## config.mk

```make
export PLATFORM = sky130hd
export DESIGN_NAME = audio_level_reader
export DESIGN_NICKNAME = d
export VERILOG_FILES = /design/src/rtl/audio_level_reader.sv
export SDC_FILE = /design/constraint.sdc
export NUM_CORES = 1
export LEC_CHECK = 0
export CAP_MARGIN = 20
export CORE_UTILIZATION = 40
export DETAILED_ROUTE_END_ITERATION = 10
export GPL_ROUTABILITY_DRIVEN = 0
export SETUP_SLACK_MARGIN = 0.1
export SYNTH_ARGS = -nofsm -noshare
export SYNTH_HDL_FRONTEND = slang
export SYNTH_SLANG_ARGS = --single-unit
```

## constraint.sdc

```tcl
create_clock -name clk -period 7.3 [get_ports clk]
set_input_delay 1.095 -clock clk [delete_from_list [all_inputs] [get_ports clk]]
set_output_delay 1.095 -clock clk [all_outputs]
set_load 0.03 [all_outputs]
```

## src/rtl/audio_level_reader.sv

```systemverilog
// Pops stereo samples from the codec ADC FIFO and tracks the per-window peak magnitude,
// publishing it as a level with a one-cycle valid pulse and a hysteresis "loud" flag.
module audio_level_reader #(
  parameter int unsigned WINDOW    = 512,
  parameter logic [15:0] THRESH_HI = 16'h2000,
  parameter logic [15:0] THRESH_LO = 16'h1000
) (
  input  logic        clk,
  input  logic        resetn,
  input  logic        enable,
  input  logic        read_ready,
  input  logic [23:0] readdata_left,
  input  logic [23:0] readdata_right,
  output logic        read,
  output logic [15:0] level,
  output logic        level_valid,
  output logic        loud
);

  localparam logic [15:0] WIN_LAST = 16'(WINDOW - 1);

  typedef enum logic [1:0] {
    IDLE = 2'd0,
    ACK  = 2'd1,
    GAP  = 2'd2
  } state_t;

  state_t      state_q, state_d;
  logic        read_q, read_d;
  logic [23:0] left_q, left_d;
  logic [23:0] right_q, right_d;
  logic [15:0] peak_q, peak_d;
  logic [15:0] cnt_q, cnt_d;
  logic [15:0] level_q, level_d;
  logic        valid_q, valid_d;
  logic        loud_q, loud_d;

  logic [22:0] mag_l_s;
  logic [22:0] mag_r_s;
  logic [22:0] mag_max_s;
  logic [15:0] cur_mag_s;
  logic [15:0] win_max_s;
  logic        loud_next_s;

  // The most negative code has no positive twin in 23 bits, so it saturates.
  function automatic logic [22:0] abs23(input logic [23:0] x);
    logic [23:0] neg;
    neg = 24'd0;
    if (x == 24'h800000) begin
      abs23 = 23'h7FFFFF;
    end else if (x[23]) begin
      neg   = ~x + 24'd1;
      abs23 = neg[22:0];
    end else begin
      abs23 = x[22:0];
    end
  endfunction

  function automatic logic [15:0] max16(input logic [15:0] a, input logic [15:0] b);
    if (a >= b) begin
      max16 = a;
    end else begin
      max16 = b;
    end
  endfunction

  // Magnitude of the latched stereo sample and the candidate window peak.
  always_comb begin
    mag_l_s     = abs23(left_q);
    mag_r_s     = abs23(right_q);
    mag_max_s   = (mag_l_s >= mag_r_s) ? mag_l_s : mag_r_s;
    cur_mag_s   = mag_max_s[22:7];
    win_max_s   = max16(peak_q, cur_mag_s);
    if (win_max_s >= THRESH_HI) begin
      loud_next_s = 1'b1;
    end else if (win_max_s < THRESH_LO) begin
      loud_next_s = 1'b0;
    end else begin
      loud_next_s = loud_q;
    end
  end

  // Pop handshake FSM plus peak/window bookkeeping.
  always_comb begin
    state_d = state_q;
    read_d  = 1'b0;
    left_d  = left_q;
    right_d = right_q;
    peak_d  = peak_q;
    cnt_d   = cnt_q;
    level_d = level_q;
    valid_d = 1'b0;
    loud_d  = loud_q;
    case (state_q)
      IDLE: begin
        if (enable && read_ready) begin
          left_d  = readdata_left;
          right_d = readdata_right;
          read_d  = 1'b1;
          state_d = ACK;
        end else if (!enable) begin
          cnt_d  = 16'd0;
          peak_d = 16'd0;
        end else begin
          state_d = IDLE;
        end
      end
      ACK: begin
        state_d = GAP;
      end
      GAP: begin
        state_d = IDLE;
        if (cnt_q == WIN_LAST) begin
          cnt_d   = 16'd0;
          peak_d  = 16'd0;
          level_d = win_max_s;
          valid_d = 1'b1;
          loud_d  = loud_next_s;
        end else begin
          cnt_d  = cnt_q + 16'd1;
          peak_d = win_max_s;
        end
      end
      default: begin
        state_d = IDLE;
      end
    endcase
  end

  // State and output registers.
  always_ff @(posedge clk or negedge resetn) begin
    if (!resetn) begin
      state_q <= IDLE;
      read_q  <= 1'b0;
      left_q  <= 24'd0;
      right_q <= 24'd0;
      peak_q  <= 16'd0;
      cnt_q   <= 16'd0;
      level_q <= 16'd0;
      valid_q <= 1'b0;
      loud_q  <= 1'b0;
    end else begin
      state_q <= state_d;
      read_q  <= read_d;
      left_q  <= left_d;
      right_q <= right_d;
      peak_q  <= peak_d;
      cnt_q   <= cnt_d;
      level_q <= level_d;
      valid_q <= valid_d;
      loud_q  <= loud_d;
    end
  end

  assign read        = read_q;
  assign level       = level_q;
  assign level_valid = valid_q;
  assign loud        = loud_q;

endmodule

```

* Word-level counts from Yosys, hierarchy flattened
Cells that the tools add are included.
** Cells by class
- $add $sub $neg :: 3
- Magnitude comparators :: 4
- Equality and inequality tests :: 8
- Multiplexer cells :: 21
- Bitwise gates (word level) :: 2
- Reductions and logical operators :: 8
** Operators by type and width (count)
- 23-bit two-way mux :: 5
- 16-bit two-way mux :: 5
- 16-bit case mux with 2 select lines :: 2
- 24-bit == test, second input constant :: 2
- 23-bit by 1-bit adder with 23-bit output, second input constant :: 2
- 23-bit NOT :: 2
- 23-bit >= comparator :: 1
- 16-bit by 1-bit adder with 16-bit output, second input constant :: 1
- 16-bit by 9-bit == test with 1-bit output, second input constant :: 1
- 16-bit by 14-bit >= comparator with 1-bit output, second input constant :: 1
- 16-bit >= comparator :: 1
- 16-bit by 13-bit less-than comparator with 1-bit output, second input constant :: 1
- 1-bit two-way mux :: 6
- 3-bit AND reduction :: 2
- 2-bit two-way mux :: 2
- 2-bit inequality test, second input constant :: 2
- 2-bit case mux with 2 select lines :: 1
- 2-bit AND reduction :: 2
- 2-bit nonzero test :: 2
- 3-bit inequality test, second input constant :: 1
- 2-bit by 1-bit == test with 1-bit output, second input constant :: 1
- 2-bit == test, second input constant :: 1
- 2-bit logical NOT :: 1
- 1-bit logical AND :: 1
** Word-level totals
- Flip-flop bits (word level) :: 101
- Input bits :: 52
- Output and inout port bits :: 19
- Logic and storage cells :: 55

* Depth between registers and ports, before layout
Gate-level depths: netlist of run 1.
- Depth after elaboration :: 11
- Gate-level depth with buffers :: 28
- Depth with buffers taken out :: 24

* Worst setup path before layout of run 1
Ideal clock, no wire load.
- Kind :: reg-to-reg
- From :: register left_q[0]
- To :: register level_q[10] (netlist: level[10])
- Library setup time :: 0.118 ns
- Arrival :: 5.931 ns
- Required time :: 7.182 ns
- Slack :: 1.251 ns
- Stages on the path, launching flop included :: 26
- Buffers on the path :: 4
- Period minus slack after synthesis :: 6.049 ns
- Path through :: dfrtp_1 inv_1 ha_1 nor3b_1 nand2_1 or2_2 buf_1 or4_1 a21oi_1 a31oi_1 ha_1 and4_1 a221oi_1 o21ai_0 a21oi_1 buf_2 mux2i_1 ha_1 a21o_1 a211oi_1 o21ai_0 a21oi_1 clkbuf_1 clkbuf_1 a21oi_1 a21o_1
** On the way
- Longest elaborated chain between the ends :: 8
- Elaborated cells on any way between the ends :: 9
- Classes of those cells :: add/sub: 1; order compare: 2; eq/ne: 1; mux: 4; bitwise: 1
** RTL lines
- from (decl) :: line 30 : logic [23:0] left_q, left_d;
- from (signal assigned) :: line 145 : left_q <= left_d;
- 23-bit NOT :: line 52 : neg = ~x + 24'd1;
- 23-bit by 1-bit adder with 23-bit output :: line 52
- 23-bit two-way mux :: line 51 : end else if (x[23]) begin
- 23-bit two-way mux (*) :: line 49 : if (x == 24'h800000) begin
- 23-bit >= comparator :: line 71 : mag_max_s = (mag_l_s >= mag_r_s) ? mag_l_s : mag_r_s;
- 23-bit two-way mux (*) :: line 71
- 16-bit >= comparator :: line 60 : if (a >= b) begin
- 16-bit two-way mux (*) :: line 60
- to (signal assigned) :: line 149 : level_q <= level_d;
- to (decl) :: line 34 : logic [15:0] level_q, level_d;
Every way passes the cells marked *; elsewhere a longest branch is shown, timed or not.
A chain may end at the register's enable or synchronous reset.

* Worst setup path in the final report of run 1
- From :: register left_q[0]
- To :: register loud_q (netlist: loud)
** On the way
- Longest elaborated chain between the ends :: 11
- Elaborated cells on any way between the ends :: 14
- Classes of those cells :: add/sub: 1; order compare: 4; eq/ne: 1; mux: 5; bitwise: 1; reduce/logical: 2
** RTL lines
- 23-bit NOT :: line 52
- 23-bit by 1-bit adder with 23-bit output :: line 52
- 23-bit two-way mux :: line 51
- 23-bit two-way mux (*) :: line 49
- 23-bit >= comparator :: line 71
- 23-bit two-way mux (*) :: line 71
- 16-bit >= comparator :: line 60
- 16-bit two-way mux (*) :: line 60
- 16-bit by 14-bit >= comparator with 1-bit output / 16-bit by 13-bit less-than comparator with 1-bit output (equally long branches) :: line 74, 76
- 2-bit nonzero test (no line)
- 3-bit AND reduction (no line)
- to (signal assigned) :: line 151 : loud_q <= loud_d;
- to (decl) :: line 36 : logic loud_q, loud_d;
Marks and branches as above.

==> results of run 1 <==
[worst register-to-register path, delay by kind of cell (launching register included)]
kind	cells	cell delay [ns]
AO/OA/AOI/OAI	14	2.97
AND/OR/NAND/NOR	5	1.39
adder cells (fa/ha/maj)	3	0.77
buffers and inverters	3	0.64
flip-flops	1	0.41
multiplexers	1	0.36
[stage by stage]
step | power, uW | instances
6_report | 2220 | 972
5_1_grt | 2400 | 972
2_1_floorplan | 1450 | 698
4_1_cts | 2230 | 972
3_5_place_dp | 1740 | 956
3_3_place_gp | 1710 | 956
[layout by cell type, fill, tap and decap left out, drive strengths merged, types with 19 or more instances in the layout]
| master | n |
|---|---|
| o21ai | 105 |
| nand2 | 87 |
| a21o | 19 |
| mux2 | 49 |
| clkdlybuf4s50 | 69 |
| ha | 42 |
| nor2 | 35 |
| dfrtp | 101 |
| a21oi | 25 |
| inv | 32 |
[worst max path at each step]
stage,slack [ns],end,start
2_1_floorplan,1.25,level[10]$_DFFE_PN0P_,left_q[0]$_DFFE_PN0P_
3_3_place_gp,0.99,loud$_DFFE_PN0P_,left_q[0]$_DFFE_PN0P_
3_5_place_dp,0.77,loud$_DFFE_PN0P_,left_q[0]$_DFFE_PN0P_
4_1_cts,0.74,loud$_DFFE_PN0P_,left_q[0]$_DFFE_PN0P_
5_1_grt,0.11,loud$_DFFE_PN0P_,left_q[0]$_DFFE_PN0P_
6_report,0.69,loud$_DFFE_PN0P_,left_q[0]$_DFFE_PN0P_
[cell type report]
cell class / instances / area share
clock buffer: 9 / 0.0294
clock inverter: 7 / 0.00882
inverter: 28 / 0.0137
multi-input combinational: 535 / 0.481
sequential: 101 / 0.330
tap: 211 / 0.0345
timing repair buffer: 81 / 0.102
[layer usage]
metal	wire length (um)	global-route usage	vias to the layer above	part of all wire
li1	-	-	2666	-
met1	7290	0.276	2594	0.47
met2	7260	0.321	157	0.47
met3	759	0.0362	13	0.049
met4	214	0.0664	0	0.014
met5	0	0	-	0
[power by group]
group	switching (uW)	total [uW]	internal, uW
Combinational	553	976	423
Clock	233	473	240
Sequential	119	766	646
Total	905	2220	1310
[sequential cells by signal, indices dropped and copies added (netlist names)]
| signal | cells |
|---|---|
| state_q | 2 |
| level_valid | 1 |
| cnt_q | 16 |
| left_q | 24 |
| read | 1 |
| loud | 1 |
| peak_q | 16 |
| level | 16 |
| right_q | 24 |
[logic make-up after synthesis]
family	count (synthesis)	share of synthesized area
AND/OR/NAND/NOR	206	0.159
adder cells (fa/ha/maj)	42	0.0818
flip-flops	101	0.393
AO/OA/AOI/OAI	204	0.193
XOR/XNOR	20	0.0273
multiplexers	63	0.108
buffers and inverters	62	0.0370
[timing repair]
action                                  in CTS  in global routing
endpoints found under the hold margin        0                  0
endpoints found under the setup margin       0                  2
hold buffers                                 0                  0
resized for setup                            0                  1
==> impl_results.md, run 1 <==
* Status: finished, final reports clean
* Area used by multi-input combinational logic at 3690 um2
* Yosys cell types at 60
* Worst slew margin at 0.405
* Via/cell ratio at 5.59
* CP endpoint kind: flip-flop
* Top cell family by delay on the critical path: compound AO/OA/AOI/OAI gates
* Max cap viols at 0
* CTS tree: built
* Pleak at 0.00341 uW
* Top-count cell post-synth: o21ai_0
* Post-synth top area share at 0.393
* Asr flop ratio synth at 1.00
* Htree depth at 3
* Final worst slack at 0.691 ns
* Minimum clock period at 6.61 ns
* Fin crit share at 0.905
* Port bufs at 70
* WP data required at 7.59 ns
* First-pass GRT wire length at 26200 um
* Proportion of synthesized chip area in sequential cells at 0.393
* Final layout net count at 850
* DP HPWL at 11600 um
* Reg2Reg Depth at 26
* Final Util at 0.496
* Clock-pin transition on the worst setup and hold timing paths at 0.08 ns
* Via Count at 5430
* Highest-delay cell along the critical path: a21oi_2
* Tot GR Track Use at 0.201
* FMAX at 151 MHz
* TritonCTS Buffers at 9
* Postcts setup bufs at 0
* Total power per unit cell area at 289 nW/um2
* Core Rows at 45
* EDFF count, synth at 0
* Synth Net Count at 792
* Synthesized area per cell at 9.20 um2
* Design Area, Final at 7660 um2
* Initial core utilization at 0.416
* Crit path depth at 26
* Yosys warnings at 0
* Clock skew at 0.0114 ns
* Hold Crit Start: level[5]$_DFFE_PN0P_
* Flops & latches, synth at 101
* Clock Tree Buf Depth at 2
* Die footprint at 16600 um2
* Cell repeated most along the worst path: o21ai_0
* Largest net degree at the start of global routing at 71
* R2r setup slk at 0.69 ns
* Clk_lat worst skew at 0.36 ns
* Hold crit path type: flip-flop to flip-flop
* Synth area leaders: dfrtp_1 (39%), mux2_2 (8.4%), ha_1 (8.2%), o21ai_0 (8.2%), nand2_1 (5.1%)
* Clk root buf: clkbuf_16
* Antenna-violating nets left at 0
* # DRC at 0
* Slew @ Worst Pin at 0.893 ns
* Worst reg2reg endpoint: loud$_DFFE_PN0P_
* WL/cell at 16.0 um
* Die height at 129 um
* Synth top cells by count: o21ai_0 (105), dfrtp_1 (101), nand2_1 (87)
* Synthesized area at 6420 um2
* Core Region at 15400 um2
* Initial antenna violation count at 0
* Worst r2r src: left_q[0]$_DFFE_PN0P_
* Ant diodes at 0
* Pins Over Slew Limit at 0
* Peak VDD IR at 0.136 mV
* Final setup TNS at 0 ns
* Total iterations of the first detailed-routing run at 5
* Num ports at 71
* Total wire length at 15500 um
* Worst Hold End: level[5]$_DFFE_PN0P_
* Slowest stage delay, CP at 0.50 ns
* Ratio of cells with drive above 1 in the final layout at 0.121
* DR iter-0 viols at 368
* Gr ovfl total at 0
* Vias in the first global route at 5195
* RSZ-0062 raised after global routing: false
* Synth-to-layout area growth at 19.2%
* Largest area contributor in the netlist: dfrtp_1
* Final Setup Violations at 0
* Worst Setup Start Kind: flip-flop
* Buffers plus inverters on the worst setup path at 3
* FF+latch area at 2530 um2
* Hold Slack at 0.481 ns
* WP data arrival at 6.89 ns
* Setup CP Type: flip-flop to flip-flop
* Pre-CTS WS at 0.766 ns
* CP Max Fanout at 12
* Dpl cell area at 7360 um2
* Ys flop type: dfrtp_1
* Hold path cells at 1
* Die width at 129 um
* Layout filler cell count at 1490
* Final hold vios at 0
* Post-synthesis cell count at 698
* Clock sink count at 101
(Power assumes the default switching activity.)
==> run 2, diff against run 1 <==
GPL_ROUTABILITY_DRIVEN = unset   (was 0)
==> impl_results.md, run 2 (synthesized netlist as in run 1, its figures left out) <==
* Status: finished, final reports clean
* Total power per unit cell area at 290 nW/um2
* WP data required at 7.59 ns
* Clk root buf: clkbuf_16
* CP Max Fanout at 12
* Power after layout at 2220 uW
* Initial core utilization at 0.416
* Final setup TNS at 0 ns
* Pins Over Slew Limit at 0
* Clk_lat worst skew at 0.36 ns
* Fin crit share at 0.909
* Largest net degree at the start of global routing at 71
* # DRC at 0
* Antenna-violating nets left at 0
* Post_cts resized at 0
* DR iter-0 viols at 335
* Via Count at 5371
* Vias in the first global route at 5103
* Clock skew at 0.0121 ns
* TritonCTS Buffers at 9
* Port bufs at 70
* Placed insts at 957
* CTS Hold Buffers Added at 0
* Die width at 129 um
* Total wire length at 15700 um
* Initial antenna violation count at 0
* Worst Setup Start Kind: flip-flop
* RSZ-0062 raised after global routing: false
* Peak VDD IR at 0.145 mV
* Postcts setup bufs at 0
* First-pass GRT wire length at 26200 um
* Slowest stage delay, CP at 0.53 ns
* Commonest non-fill, non-tap cell in the layout: o21ai_0
* Non-Filler Instances at 973
* Gpl congestion at 0.915
* Synth-to-layout area growth at 19.2%
* Buffers plus inverters on the worst setup path at 3
* Max cap viols at 0
* Htree depth at 3
* Tot GR Track Use at 0.203
* Worst slew margin at 0.415
* DP HPWL at 11800 um
* Highest-delay cell along the critical path: nor4_4
* Pleak at 0.00341 uW
* Ant diodes at 0
* Hold crit path type: flip-flop to flip-flop
* Layout filler cell count at 1468
* Num ports at 71
* WP data arrival at 6.92 ns
* Final layout net count at 851
* Core Region at 15400 um2
* R2r setup slk at 0.67 ns
* WL/cell at 16.2 um
* CTS tree: built
* Gr ovfl total at 0
* CP endpoint kind: flip-flop
* Most frequent cells in the layout: o21ai_0 (105), dfrtp_1 (101), nand2_1 (87)
* Clock-pin transition on the worst setup and hold timing paths at 0.07 ns
* Slew @ Worst Pin at 0.877 ns
* Core Rows at 45
* Minimum clock period at 6.63 ns
* Clock Tree Buf Depth at 2
* Via/cell ratio at 5.52
* Die footprint at 16600 um2
* Final hold vios at 0
* Die height at 129 um
* Clock sink count at 101
* Ratio of cells with drive above 1 in the final layout at 0.119
* Regs by FF count: left_q x24, right_q x24
* Top cell family by delay on the critical path: compound AO/OA/AOI/OAI gates
* Cell repeated most along the worst path: o21ai_0
* Setup CP Type: flip-flop to flip-flop
* Final Setup Violations at 0
* Total iterations of the first detailed-routing run at 5
* FMAX at 151 MHz
[run 2: cell types whose count changed in the layout (fill, tap and decap cells not counted), sizes merged]
| cell | before | now |
|---|---|---|
| inv | 32 | 31 |
| clkbuf | 9 | 11 |
| clkinvlp | 0 | 1 |
| buf | 12 | 13 |
| clkinv | 3 | 1 |
[run 2: worst paths after layout]
check                      cells past startpoint             startpoint                   end
setup / recovery                              25  left_q[0]$_DFFE_PN0P_      loud$_DFFE_PN0P_
hold / removal                                 1   level[8]$_DFFE_PN0P_  level[8]$_DFFE_PN0P_
setup reg to reg                              25  left_q[0]$_DFFE_PN0P_      loud$_DFFE_PN0P_
hold reg to reg                                1   level[8]$_DFFE_PN0P_  level[8]$_DFFE_PN0P_
max in group asynchronous                      2                 resetn  level[4]$_DFFE_PN0P_
min in group asynchronous                      1                 resetn        read$_DFF_PN0_
[run 2: worst register-to-register path: stages (launching register included)]
cell,delay (ns)
dfrtp_1,0.41
inv_1,0.09
ha_1,0.18
nor3b_1,0.41
nand2_1,0.32
nor4_4,0.53
o21ai_0,0.13
o21ai_0,0.32
ha_1,0.31
and3_1,0.21
a221o_1,0.30
a31oi_1,0.29
o21ai_0,0.17
a21oi_2,0.45
buf_4,0.26
mux2i_1,0.37
ha_1,0.32
a21oi_1,0.16
o22ai_1,0.09
nor2_1,0.08
o21ai_0,0.10
a21oi_2,0.37
buf_4,0.26
o31ai_1,0.08
a31o_1,0.19
a41oi_2,0.17
[run 2: layout make-up]
| type | count | area (um2) | share of cell area |
|---|---|---|---|
| clock inverter | 5 | 50.0 | 0.00653 |
| multi-input combinational | 535 | 3680 | 0.481 |
| timing repair buffer | 82 | 788 | 0.103 |
| clock buffer | 11 | 243 | 0.0317 |
| sequential | 101 | 2530 | 0.330 |
| inverter | 28 | 105 | 0.0137 |
| tap | 211 | 264 | 0.0345 |
[run 2: stage by stage]
stage,cell area (um2),hold slack (ns),worst slack (ns),util
after global routing,7660,0.496,0.136,0.496
after global placement,7370,0.462,0.999,0.477
final,7660,0.478,0.666,0.496
after detailed placement,7370,0.465,0.772,0.477
after CTS,7660,0.483,0.743,0.496
after floorplan,6420,0.452,1.25,-
[run 2: power by group]
group          leakage [uW]  internal [uW]  switching [uW]
clock network      0.000140            247             227
logic               0.00198            428             555
registers           0.00130            647             117
total               0.00341           1320             899
[run 2: metal layers]
metal,track usage,routed length [um],up-vias
met5,0,0,-
li1,-,-,2669
met1,0.289,7580,2559
met2,0.315,7190,124
met4,0.0512,279,0
met3,0.0395,664,19
